==> src/rtl/senone_normaliser_if.sv <==
// Handshake bundle between the GDP controller, the senone normaliser and the
// search/HMM consumer. Upstream/consumer side drives through master.
interface senone_normaliser_if;
    logic               score_ready;
    logic [7:0]         senone_idx;
    logic signed [15:0] senone_score;
    logic               last_senone;
    logic               busy;
    logic               out_valid;
    logic               out_ready;
    logic [7:0]         out_idx;
    logic signed [15:0] out_score;
    logic               frame_done;
    logic               overrun;

    modport master (
        output score_ready, senone_idx, senone_score, last_senone, out_ready,
        input  busy, out_valid, out_idx, out_score, frame_done, overrun
    );

    modport slave (
        input  score_ready, senone_idx, senone_score, last_senone, out_ready,
        output busy, out_valid, out_idx, out_score, frame_done, overrun
    );
endinterface

==> src/rtl/senone_normaliser.sv <==
// Captures one frame of senone scores, tracks the frame maximum, then streams
// score - best per senone. Define NORM_CLAMP_EN to clamp outputs at SCORE_FLOOR.
module senone_normaliser #(
    parameter int                 N_SENONES   = 10,
    parameter logic signed [15:0] SCORE_FLOOR = -16'sd8192
) (
    input  logic               clk,
    input  logic               reset,
    senone_normaliser_if.slave norm_if
);

    localparam int         AW       = (N_SENONES > 1) ? $clog2(N_SENONES) : 1;
    localparam logic [7:0] LAST_IDX = 8'(N_SENONES - 1);
    localparam logic [8:0] N_LIM    = 9'(N_SENONES);
`ifdef NORM_CLAMP_EN
    localparam bit CLAMP_ON = 1'b1;
`else
    localparam bit CLAMP_ON = 1'b0;
`endif

    typedef enum logic {COLLECT, DRAIN} state_t;

    state_t             state_q;
    logic [7:0]         rd_ptr_q;
    logic signed [15:0] best_q;
    logic               have_best_q;
    logic               frame_done_q;
    logic               overrun_q;
    logic signed [15:0] mem_q [N_SENONES];

    logic               idx_ok_d;
    logic signed [16:0] diff_d;
    logic signed [15:0] sat_d;
    logic signed [15:0] norm_d;

    assign idx_ok_d = ({1'b0, norm_if.senone_idx} < N_LIM);

    // Score storage has no reset: contents are undefined until written.
    always_ff @(posedge clk) begin
        if (state_q == COLLECT && norm_if.score_ready && idx_ok_d) begin
            mem_q[norm_if.senone_idx[AW-1:0]] <= norm_if.senone_score;
        end
    end

    always_comb begin
        diff_d = $signed({mem_q[rd_ptr_q[AW-1:0]][15], mem_q[rd_ptr_q[AW-1:0]]})
               - $signed({best_q[15], best_q});
        // Stale entries could exceed best, so saturate in both directions.
        if (diff_d < -17'sd32768) begin
            sat_d = -16'sd32768;
        end else if (diff_d > 17'sd32767) begin
            sat_d = 16'sd32767;
        end else begin
            sat_d = diff_d[15:0];
        end
        norm_d = sat_d;
        if (CLAMP_ON && (sat_d < SCORE_FLOOR)) begin
            norm_d = SCORE_FLOOR;
        end
    end

    always_ff @(posedge clk or posedge reset) begin
        if (reset) begin
            state_q      <= COLLECT;
            rd_ptr_q     <= 8'd0;
            best_q       <= 16'sd0;
            have_best_q  <= 1'b0;
            frame_done_q <= 1'b0;
            overrun_q    <= 1'b0;
        end else begin
            frame_done_q <= 1'b0;
            case (state_q)
                COLLECT: begin
                    if (norm_if.score_ready) begin
                        if (idx_ok_d && (!have_best_q || norm_if.senone_score > best_q)) begin
                            best_q      <= norm_if.senone_score;
                            have_best_q <= 1'b1;
                        end
                        if (norm_if.last_senone) begin
                            state_q  <= DRAIN;
                            rd_ptr_q <= 8'd0;
                        end
                    end
                end
                DRAIN: begin
                    if (norm_if.score_ready) begin
                        overrun_q <= 1'b1;
                    end
                    if (norm_if.out_ready) begin
                        if (rd_ptr_q == LAST_IDX) begin
                            state_q      <= COLLECT;
                            rd_ptr_q     <= 8'd0;
                            have_best_q  <= 1'b0;
                            frame_done_q <= 1'b1;
                        end else begin
                            rd_ptr_q <= rd_ptr_q + 8'd1;
                        end
                    end
                end
            endcase
        end
    end

    assign norm_if.busy       = (state_q == DRAIN);
    assign norm_if.out_valid  = (state_q == DRAIN);
    assign norm_if.out_idx    = rd_ptr_q;
    assign norm_if.out_score  = (state_q == DRAIN) ? norm_d : 16'sd0;
    assign norm_if.frame_done = frame_done_q;
    assign norm_if.overrun    = overrun_q;

endmodule

==> src/flat_wrapper.sv <==
// flat-port wrapper written by rule: the top's interface ports become plain ports
module senone_normaliser_flat 
#(
    parameter int                 N_SENONES   = 10,
    parameter logic signed [15:0] SCORE_FLOOR = -16'sd8192
)
  (clk, reset, norm_if_score_ready, norm_if_senone_idx, norm_if_senone_score, norm_if_last_senone, norm_if_out_ready, norm_if_busy, norm_if_out_valid, norm_if_out_idx, norm_if_out_score, norm_if_frame_done, norm_if_overrun);
  senone_normaliser_if norm_if_i ();
  input  logic clk;
  input  logic reset;
  input wire logic [$bits(norm_if_i.score_ready)-1:0] norm_if_score_ready;
  input wire logic [$bits(norm_if_i.senone_idx)-1:0] norm_if_senone_idx;
  input wire logic [$bits(norm_if_i.senone_score)-1:0] norm_if_senone_score;
  input wire logic [$bits(norm_if_i.last_senone)-1:0] norm_if_last_senone;
  input wire logic [$bits(norm_if_i.out_ready)-1:0] norm_if_out_ready;
  output wire logic [$bits(norm_if_i.busy)-1:0] norm_if_busy;
  output wire logic [$bits(norm_if_i.out_valid)-1:0] norm_if_out_valid;
  output wire logic [$bits(norm_if_i.out_idx)-1:0] norm_if_out_idx;
  output wire logic [$bits(norm_if_i.out_score)-1:0] norm_if_out_score;
  output wire logic [$bits(norm_if_i.frame_done)-1:0] norm_if_frame_done;
  output wire logic [$bits(norm_if_i.overrun)-1:0] norm_if_overrun;
  assign norm_if_i.score_ready = norm_if_score_ready;
  assign norm_if_i.senone_idx = norm_if_senone_idx;
  assign norm_if_i.senone_score = norm_if_senone_score;
  assign norm_if_i.last_senone = norm_if_last_senone;
  assign norm_if_i.out_ready = norm_if_out_ready;
  assign norm_if_busy = norm_if_i.busy;
  assign norm_if_out_valid = norm_if_i.out_valid;
  assign norm_if_out_idx = norm_if_i.out_idx;
  assign norm_if_out_score = norm_if_i.out_score;
  assign norm_if_frame_done = norm_if_i.frame_done;
  assign norm_if_overrun = norm_if_i.overrun;
  senone_normaliser #(.N_SENONES(N_SENONES), .SCORE_FLOOR(SCORE_FLOOR)) u_core (.clk(clk), .reset(reset), .norm_if(norm_if_i));
endmodule
==> config.mk <==
export PLATFORM = sky130hd
export DESIGN_NAME = senone_normaliser_flat
export DESIGN_NICKNAME = d
export VERILOG_FILES = /design/src/rtl/senone_normaliser_if.sv /design/src/rtl/senone_normaliser.sv /design/src/flat_wrapper.sv
export SDC_FILE = /design/constraint.sdc
export NUM_CORES = 1
export LEC_CHECK = 0
export CAP_MARGIN = 15
export CORE_ASPECT_RATIO = 1.75
export CORE_MARGIN = 2
export CORE_UTILIZATION = 50
export DETAILED_ROUTE_END_ITERATION = 6
export GPL_ROUTABILITY_DRIVEN = 1
export GPL_TIMING_DRIVEN = 0
export PLACE_DENSITY = 0.69
export SYNTH_ARGS = -nofsm -noshare
export SYNTH_HDL_FRONTEND = slang
export SYNTH_SLANG_ARGS = --single-unit
==> constraint.sdc <==
create_clock -name clk -period 5.5 [get_ports clk]
set_clock_uncertainty 0.2 [all_clocks]
set_input_delay 1.375 -clock clk [delete_from_list [all_inputs] [get_ports clk]]
set_output_delay 1.375 -clock clk [all_outputs]
set_load 0.005 [all_outputs]
* Word-level counts from Yosys, hierarchy flattened
Memories as Yosys holds them, arrays and structs flattened.
Index checks and enable logic that the tools add are counted.
** Word-level totals
- Register bits :: 28
- Memory bits (writable) :: 160
- Input port bits :: 29
- Output and inout bits :: 28
- Logic and storage cells :: 52
- Memories kept :: 1
** Operators by class
- Add/subtract/negate cells :: 2
- Magnitude comparators :: 4
- Equal/unequal tests :: 6
- Multiplexer cells :: 23
- Bitwise logic cells :: 1
- Reductions and logical operators :: 9
** Memory list
- u_core.mem_q :: words 10, width 16, rd ports 1, clocked after Yosys merged registers in 0, wr ports 1, RTL line senone_normaliser.sv:29 : logic signed [15:0] mem_q [N_SENONES];
** Operators by type and width (count)
- 16-bit 2-to-1 mux :: 3
- 8-bit 2-to-1 mux :: 4
- 17-bit by 16-bit > comparator with 1-bit output, second input constant :: 1
- 17-bit by 16-bit less-than comparator with 1-bit output, second input constant :: 1
- 16-bit by 16-bit subtractor with 17-bit output :: 1
- 16-bit > comparator :: 1
- 8-bit case mux with 2 select lines :: 1
- 1-bit 2-to-1 mux :: 13
- 2-bit != test, second input constant :: 5
- 8-bit by 1-bit adder with 8-bit output, second input constant :: 1
- 8-bit by 4-bit equality test with 1-bit output, second input constant :: 1
- 8-bit by 4-bit less-than comparator with 1-bit output, second input constant :: 1
- 3-bit AND reduction :: 2
- 1-bit case mux with 2 select lines :: 2
- 4-bit AND reduction :: 1
- 1-bit logical AND :: 3
- 2-bit AND reduction :: 1
- 1-bit zero test :: 1
- 1-bit logical OR :: 1
- 1-bit NOT :: 1

* Depth between registers and ports, before layout
Gate-level depths: netlist of run 1.
- Depth in word-level cells :: 6
- Gate-level depth with buffers :: 17
- Mapped depth without buffers :: 12

* Least setup slack after synthesis of run 1
No wires, ideal clock.
- Path kind :: register -> output
- Start point :: register u_core.rd_ptr_q[0], in the netlist u_core.norm_if.out_idx[0]
- End point :: output port norm_if_out_score[10]
- Arrival :: 3.668 ns
- Required time :: 3.925 ns
- Slack :: 0.257 ns
- Cell stages (with the launch flop) :: 17
- Buffers on the path :: 4
- Path through :: dfrtp_1 > buf_2 > buf_2 > mux4_2 > mux2_2 > o21ai_0 > ha_1 > fa_1 > and3b_1 > o211ai_1 > a21oi_1 > nor2_1 > o22ai_2 > or2_0 > buf_2 > buf_2 > a31o_2
** Between the ends
- Longest elaborated chain between the ends :: 6
- Elaborated cells on any way between the ends :: 7
- Classes of those cells :: add/sub (1); order compare (2); mux (3); memory (1)
** Ends and longest elaborated chain
- from (decl) :: RTL line senone_normaliser.sv:24 : logic [7:0] rd_ptr_q;
- from (signal assigned) :: RTL line senone_normaliser.sv:96 : rd_ptr_q <= rd_ptr_q + 8'd1;
- memory 10 x 16 bit *
- 16-bit by 16-bit subtractor with 17-bit output * :: RTL line senone_normaliser.sv:47 : - $signed({best_q[15], best_q});
- 17-bit by 16-bit > comparator with 1-bit output :: RTL line senone_normaliser.sv:51 : end else if (diff_d > 17'sd32767) begin
- 16-bit 2-to-1 mux :: RTL line senone_normaliser.sv:51
- 16-bit 2-to-1 mux * :: RTL line senone_normaliser.sv:49 : if (diff_d < -17'sd32768) begin
- 16-bit 2-to-1 mux * :: RTL line senone_normaliser.sv:107 : assign norm_if.out_score = (state_q == DRAIN) ? norm_d : 16'sd0;
- to (decl) :: RTL line flat_wrapper.sv:19 : output wire logic [$bits(norm_if_i.out_score)-1:0] norm_if_out_score;
Every way passes the cells marked *; elsewhere a longest branch is shown, timed or not.

* Final worst setup path of run 1
- Start point :: register u_core.rd_ptr_q[0], in the netlist u_core.norm_if.out_idx[0]
- End point :: output port norm_if_out_score[13]
Same word-level chain as after synthesis.

==> results.py, run 1 <==
metrics = {
    "sta": {
        "relSlewSlack_pct": 38.5,
        "rsz0062_at_grt": "yes",
        "finalHoldViolCount": 0,
        "whs_ps": 256,
        "worst_slew_pin_slew_ps": 917,
        "setup_viol": 16,
        "layout_setup_ws_ps": -391,
        "fin_crit_sh_pct": 107,
        "min_period_ps": 5890,
        "setup_tns_ps": -5140,
        "drv_slew": 0,
        "fmax_ghz": 0.170,
    },
    "global_routing": {
        "antenna_found_initial": 0,
        "grt_pass1_wl_um": 32800,
        "grt_max_degree": 29,
        "grtUsageTotal_pct": 23.4,
        "grt_pass1_vias": 6017,
        "grt-ovfl-total": 0,
    },
    "yosys": {
        "syn_nets": 651,
        "syn_area_um2": 8820,
        "ys_types": 58,
        "yosys_warnings": 0,
        "ys_seq_area_share_pct": 62.4,
        "synth_ff_type": "edfxtp_1",
        "avgSynthCellArea_um2": 15.1,
        "synthCells": 586,
        "synth_edf_count": 160,
        "ys_ff_latch": 188,
        "synth_async_sr_flop_share_pct": 14.9,
    },
    "floorplan": {
        "num_rows": 64,
        "core_area_um2": 17400,
        "dieArea_um2": 18800,
        "die_x_um": 104,
        "ios": 57,
        "start_util_pct": 50.8,
        "die_h_um": 180,
    },
    "min_path": {
        "hold_path_startpoint": "u_core.norm_if.overrun$_DFFE_PP0P_",
        "hold_class": "register to register",
        "hold_depth": 1,
        "holdPathEnd": "u_core.norm_if.overrun$_DFFE_PP0P_",
    },
    "power": {
        "p_sw_share_pct": 35.3,
        "intPower_mw": 4.42,
        "power_density_nw_per_um2": 607,
        "p_sw_mw": 2.42,
        "p_clk_share_pct": 18.1,
        "p_seq_share_pct": 23.8,
        "power.leakage_nw": 4.09,
        "ir_drop_v": 0.000555,
        "p_comb_share_pct": 58.1,
    },
    "setup_path": {
        "critPathCaptureType": "output pin",
        "path_delay_family": "compound AO/OA/AOI/OAI gates",
        "cpMostUsedCell": "buf_12",
        "cpPeakStageDelay_ps": 500,
        "cp_max_fo": 6,
        "cp_slowest_cell": "mux4_2",
        "crit_required_ps": 3920,
        "crit_type": "register to output pin",
        "crit_path_cell_trace": "buf_8, buf_12, buf_12, buf_12, mux4_2, nor2b_4, a211oi_2, a21oi_1, ha_1, buf_6, buf_12, nand4_1, a21oi_2, o21ai_4, a21o_1, o311a_4, or2_4, buf_6, a31o_2, buf_2",
        "r2r-start": "u_core.best_q[15]$_DFFE_PP0P_",
        "critPathArrivalTime_ps": 4320,
        "cp_num_buf_inv": 8,
        "start_kind": "register",
        "worstReg2RegEnd": "u_core.best_q[5]$_DFFE_PP0P_",
        "reg2reg_slack_ps": 2370,
        "ff2ff_path_depth": 9,
    },
    "drt": {
        "firstDrtPassIters": 5,
        "vias": 5596,
        "wirelength_um": 21100,
        "drt_iter0_drc": 290,
        "wire_per_inst_um": 21.9,
        "antenna_left": 0,
        "drc_errors": 0,
        "routed_via_density": 5.80,
    },
    "final_layout": {
        "area_growth_pct": 27.8,
        "fin_cells": 964,
        "layout_common_cells": "edfxtp_1 (160), buf_4 (45), clkdlybuf4s50_1 (40)",
        "stdcell_area_um2": 11300,
        "final_nets": 785,
        "final_common_cell": "edfxtp_1",
        "drive_gt1_share_pct": 34.0,
        "diodes": 0,
    },
    "clock_network": {
        "cts_max_path_buffers": 2,
        "cts.sinks": 188,
        "cts.htree.levels": 4,
        "clock_latency_ps": 430,
        "cts_made_buffers": 17,
        "cts_hold_buffers": 0,
        "cts_tree": "built",
        "ctsRootBufferMaster": "clkbuf_16",
        "clk_pin_slew_ps": 70,
    },
    "placed_design": {
        "place_area_um2": 9840,
        "io_buffers": 56,
        "place_ws_ps": -1070,
        "placedCellCount": 885,
        "dp_hpwl_um": 14400,
        "gp_congestion": 0.823,
    },
    "job": {
        "cap_violations": 0,
    },
    "status": {
        "violations": "setup timing",
        "status": "finished with violations",
    },
}
==> per-stage QoR <==
step | util, % | power, mW
floorplan | - | 3.60
global placement | 55.7 | 4.67
detailed placement | 56.6 | 4.75
CTS | 64.2 | 6.68
global route | 64.9 | 7.21
finish | 64.9 | 6.84
==> power groups by stage <==
stage / Sequential, mW / Clock, mW / Combinational, mW
floorplan: 1.64 / 0 / 1.96
global placement: 1.64 / 0 / 3.02
detailed placement: 1.65 / 0 / 3.10
CTS: 1.63 / 1.25 / 3.80
global route: 1.63 / 1.31 / 4.27
finish: 1.63 / 1.24 / 3.98
==> timing repair <==
| item | in CTS | in global routing |
|---|---|---|
| pin swaps | 46 | 10 |
| gates resized for setup | 148 | 20 |
| gates cloned | 3 | 0 |
| endpoints found under the setup margin | 16 | 16 |
| buffers inserted | 44 | 4 |
==> worst reg2reg max path: stages, from the launching register on <==
cell and delay [ps]:
dfrtp_1 340, inv_1 80, ha_1 400, nand2_1 120, nor4_2 450, a21boi_2 280, nor3_2 90, o311ai_4 460
buf_6 270, mux2_4 330
==> state kept, by name (all words and copies together) (netlist names) <==
signal	cells
u_core.norm_if.out_idx	8
u_core.have_best_q	1
u_core.mem_q	160
u_core.norm_if.busy	1
u_core.norm_if.overrun	1
u_core.norm_if.frame_done	1
u_core.best_q	16
==> worst max-delay path by stage <==
stage | cells past startpoint | to | start | slack (ps)
after global placement | 17 | norm_if_out_score[9] | u_core.norm_if.out_idx[1]$_DFFE_PP0P_ | -980
after floorplan | 16 | norm_if_out_score[10] | u_core.norm_if.out_idx[0]$_DFFE_PP0P_ | 260
final | 20 | norm_if_out_score[13] | u_core.norm_if.out_idx[0]$_DFFE_PP0P_ | -390
after CTS | 19 | norm_if_out_score[12] | u_core.norm_if.out_idx[0]$_DFFE_PP0P_ | -350
after detailed placement | 17 | norm_if_out_score[10] | u_core.norm_if.out_idx[1]$_DFFE_PP0P_ | -1070
after global routing | 17 | norm_if_out_score[10] | u_core.norm_if.out_idx[0]$_DFFE_PP0P_ | -540
==> area by class of cell <==
type                    count  area (um^2)
well taps                 231          289
fillers                  1293         6100
repair buffers            118         1160
plain buffers              26          228
multi-input cells         343         3400
flip-flops and latches    188         5510
clock buffers              22          454
inverters                  26         97.6
clock inverters            10          141
==> cell usage after synthesis (3+ instances only) <==
library cell | number | area (um^2)
or3_1 | 4 | 25.0
nor3_1 | 6 | 30.0
dfrtp_1 | 28 | 701
a211oi_1 | 16 | 120
o21ai_1 | 3 | 15.0
xor2_1 | 12 | 105
a21o_1 | 7 | 52.6
a31o_2 | 14 | 123
a21oi_1 | 35 | 175
clkbuf_1 | 13 | 48.8
mux2i_1 | 16 | 160
and3_1 | 4 | 25.0
buf_2 | 12 | 60.1
nor2b_1 | 18 | 113
nand3_1 | 3 | 15.0
o211ai_1 | 6 | 45.0
nand2b_1 | 4 | 25.0
nor2_1 | 23 | 86.3
inv_1 | 26 | 97.6
nor4_1 | 4 | 25.0
mux2_4 | 10 | 150
mux2_2 | 8 | 90.1
nand2_1 | 29 | 109
xnor2_1 | 6 | 52.6
mux4_2 | 32 | 721
ha_1 | 35 | 438
o21ai_0 | 12 | 60.1
edfxtp_1 | 160 | 4800
nand4_1 | 8 | 50.1
==> layer usage <==
| metal | vias to the layer above | GRT usage, % | share of wire [%] |
|---|---|---|---|
| met3 | 48 | 3.70 | 3.0 |
| met4 | 0 | 10.8 | 3.0 |
| li1 | 2535 | - | - |
| met2 | 163 | 44.8 | 58 |
| met5 | - | 0 | 0 |
| met1 | 2850 | 24.5 | 36 |
==> cells by family after synthesis <==
| logic type | synth area share [%] |
|---|---|
| mux | 12.7 |
| buf+inv | 2.65 |
| xor+xnor | 1.79 |
| simple gates | 6.84 |
| fa+ha+maj | 5.30 |
| compound gates | 8.30 |
| flops | 62.4 |
Power figures use the tool's default switching activity.
==> inputs of run 2 (changes only) <==
CORE_UTILIZATION = 59   (was 50)
PLACE_DENSITY = 0.8   (was 0.69)
REMOVE_ABC_BUFFERS = 1   (was unset)
==> results.py, run 2 (synthesis gave the netlist of run 1 again) <==
metrics = {
    "status": {
        "status": "finished with violations",
        "violations": "setup timing",
    },
    "power": {
        "p_comb_share_pct": 62.7,
        "p_clk_share_pct": 15.4,
        "ir_drop_v": 0.000443,
        "intPower_mw": 4.78,
        "p_sw_mw": 3.01,
        "p_sw_share_pct": 38.6,
        "p_seq_share_pct": 21.9,
        "power.leakage_nw": 4.12,
        "power_density_nw_per_um2": 685,
    },
    "floorplan": {
        "dieArea_um2": 16000,
        "die_h_um": 166,
        "die_x_um": 96.4,
        "ios": 57,
        "start_util_pct": 59.7,
        "core_area_um2": 14800,
        "num_rows": 59,
    },
    "drt": {
        "routed_via_density": 6.78,
        "wirelength_um": 26000,
        "vias": 6169,
        "drc_errors": 0,
        "wire_per_inst_um": 28.5,
        "drt_iter0_drc": 743,
        "antenna_left": 0,
        "firstDrtPassIters": 6,
    },
    "sta": {
        "setup_viol": 16,
        "relSlewSlack_pct": 21.3,
        "worst_slew_pin_slew_ps": 1180,
        "finalHoldViolCount": 0,
        "layout_setup_ws_ps": -293,
        "drv_slew": 0,
        "fin_crit_sh_pct": 105,
        "fmax_ghz": 0.173,
        "rsz0062_at_grt": "yes",
        "min_period_ps": 5790,
    },
    "global_routing": {
        "grt_max_degree": 38,
        "antenna_found_initial": 0,
        "grt-ovfl-total": 0,
        "grtUsageTotal_pct": 32.0,
        "grt_pass1_vias": 6330,
        "grt_pass1_wl_um": 36700,
    },
    "setup_path": {
        "cp_max_fo": 5,
        "critPathCaptureType": "output pin",
        "crit_type": "register to output pin",
        "crit_required_ps": 3920,
        "start_kind": "register",
        "critPathArrivalTime_ps": 4220,
    },
    "clock_network": {
        "cts_made_buffers": 17,
        "ctsRootBufferMaster": "clkbuf_16",
        "cts_tree": "built",
        "cts.sinks": 188,
        "clock_latency_ps": 440,
        "clk_pin_slew_ps": 80,
        "cts_max_path_buffers": 2,
        "cts_hold_buffers": 0,
        "cts.htree.levels": 4,
    },
    "final_layout": {
        "layout_common_cells": "edfxtp_1 (160), buf_4 (43), clkdlybuf4s50_1 (40)",
        "drive_gt1_share_pct": 36.6,
        "area_growth_pct": 29.0,
        "final_nets": 779,
        "final_common_cell": "edfxtp_1",
        "diodes": 0,
        "largest_register_ffs": 160,
        "fin_cells": 910,
    },
    "placed_design": {
        "dp_hpwl_um": 13700,
        "gp_congestion": 0.962,
        "io_buffers": 56,
        "placedCellCount": 818,
        "place_ws_ps": -1010,
    },
    "job": {
        "cap_violations": 0,
    },
    "min_path": {
        "hold_class": "register to register",
    },
}
## run 2: worst paths after layout
| kind | cells past startpoint | from | end | slack, ps |
|---|---|---|---|---|
| max in group asynchronous | 3 | reset | u_core.best_q[4]$_DFFE_PP0P_ | 3470 |
| worst min-delay path | 1 | u_core.norm_if.overrun$_DFFE_PP0P_ | u_core.norm_if.overrun$_DFFE_PP0P_ | 280 |
| worst max-delay path | 16 | u_core.norm_if.out_idx[0]$_DFFE_PP0P_ | norm_if_out_score[8] | -290 |
| worst min register to register | 1 | u_core.norm_if.overrun$_DFFE_PP0P_ | u_core.norm_if.overrun$_DFFE_PP0P_ | 280 |
| min in group asynchronous | 2 | reset | u_core.best_q[14]$_DFFE_PP0P_ | 1110 |
| worst max register to register | 8 | u_core.best_q[15]$_DFFE_PP0P_ | u_core.best_q[9]$_DFFE_PP0P_ | 1800 |
## run 2: per-stage QoR
stage	setup TNS, ps	util (%)	power, mW	hold slack, ps	cell area, um^2
6_report	-3830	77.1	7.80	285	11400
5_1_grt	-5550	77.1	8.06	303	11400
4_1_cts	-1620	76.2	7.17	279	11300
3_5_place_dp	-14490	66.7	4.79	262	9850
3_3_place_gp	-89880	64.2	4.69	237	9470
2_1_floorplan	-15980	-	3.54	251	8680
## run 2: power groups by stage
stage,combinational (mW),clock (mW),sequential (mW)
2_1_floorplan,1.74,0,1.79
3_3_place_gp,2.79,0,1.89
3_5_place_dp,3.04,0,1.75
4_1_cts,4.28,1.20,1.70
5_1_grt,5.09,1.26,1.71
6_report,4.89,1.20,1.71
## run 2: final cells by class
| type | instances | area (um^2) |
|---|---|---|
| clock buffer | 18 | 429 |
| multi-input combinational | 345 | 3530 |
| clock inverter | 14 | 131 |
| timing repair buffer | 136 | 1450 |
| tap | 183 | 229 |
| inverter | 26 | 97.6 |
| sequential | 188 | 5510 |
| fill | 775 | 3380 |
## run 2: repair_timing
item                                    CTS  global route
cloned                                    4             0
pin swaps                                49            18
buffers inserted                         52             4
resized for setup                       159            17
endpoints found under the setup margin   16            16
## run 2: worst max-delay path, stage by stage (launching register included)
cell and delay, ps:
dfrtp_4 490, buf_16 150, mux4_2 490, mux2_4 290, o21ai_2 130, ha_2 220, fa_2 210, and3b_2 230
o211ai_1 290, buf_4 180, buf_4 100, nand2_1 80, a21o_1 220, a21oi_2 160, xnor2_1 130, a31o_4 280
buf_6 110
## run 2: routing by layer
metal  part of all wire [%]  global-route usage (%)
met1                     34                    38.6
met2                     48                    50.0
met3                    9.1                    8.12
met4                    8.8                    20.8
met5                      0                       0
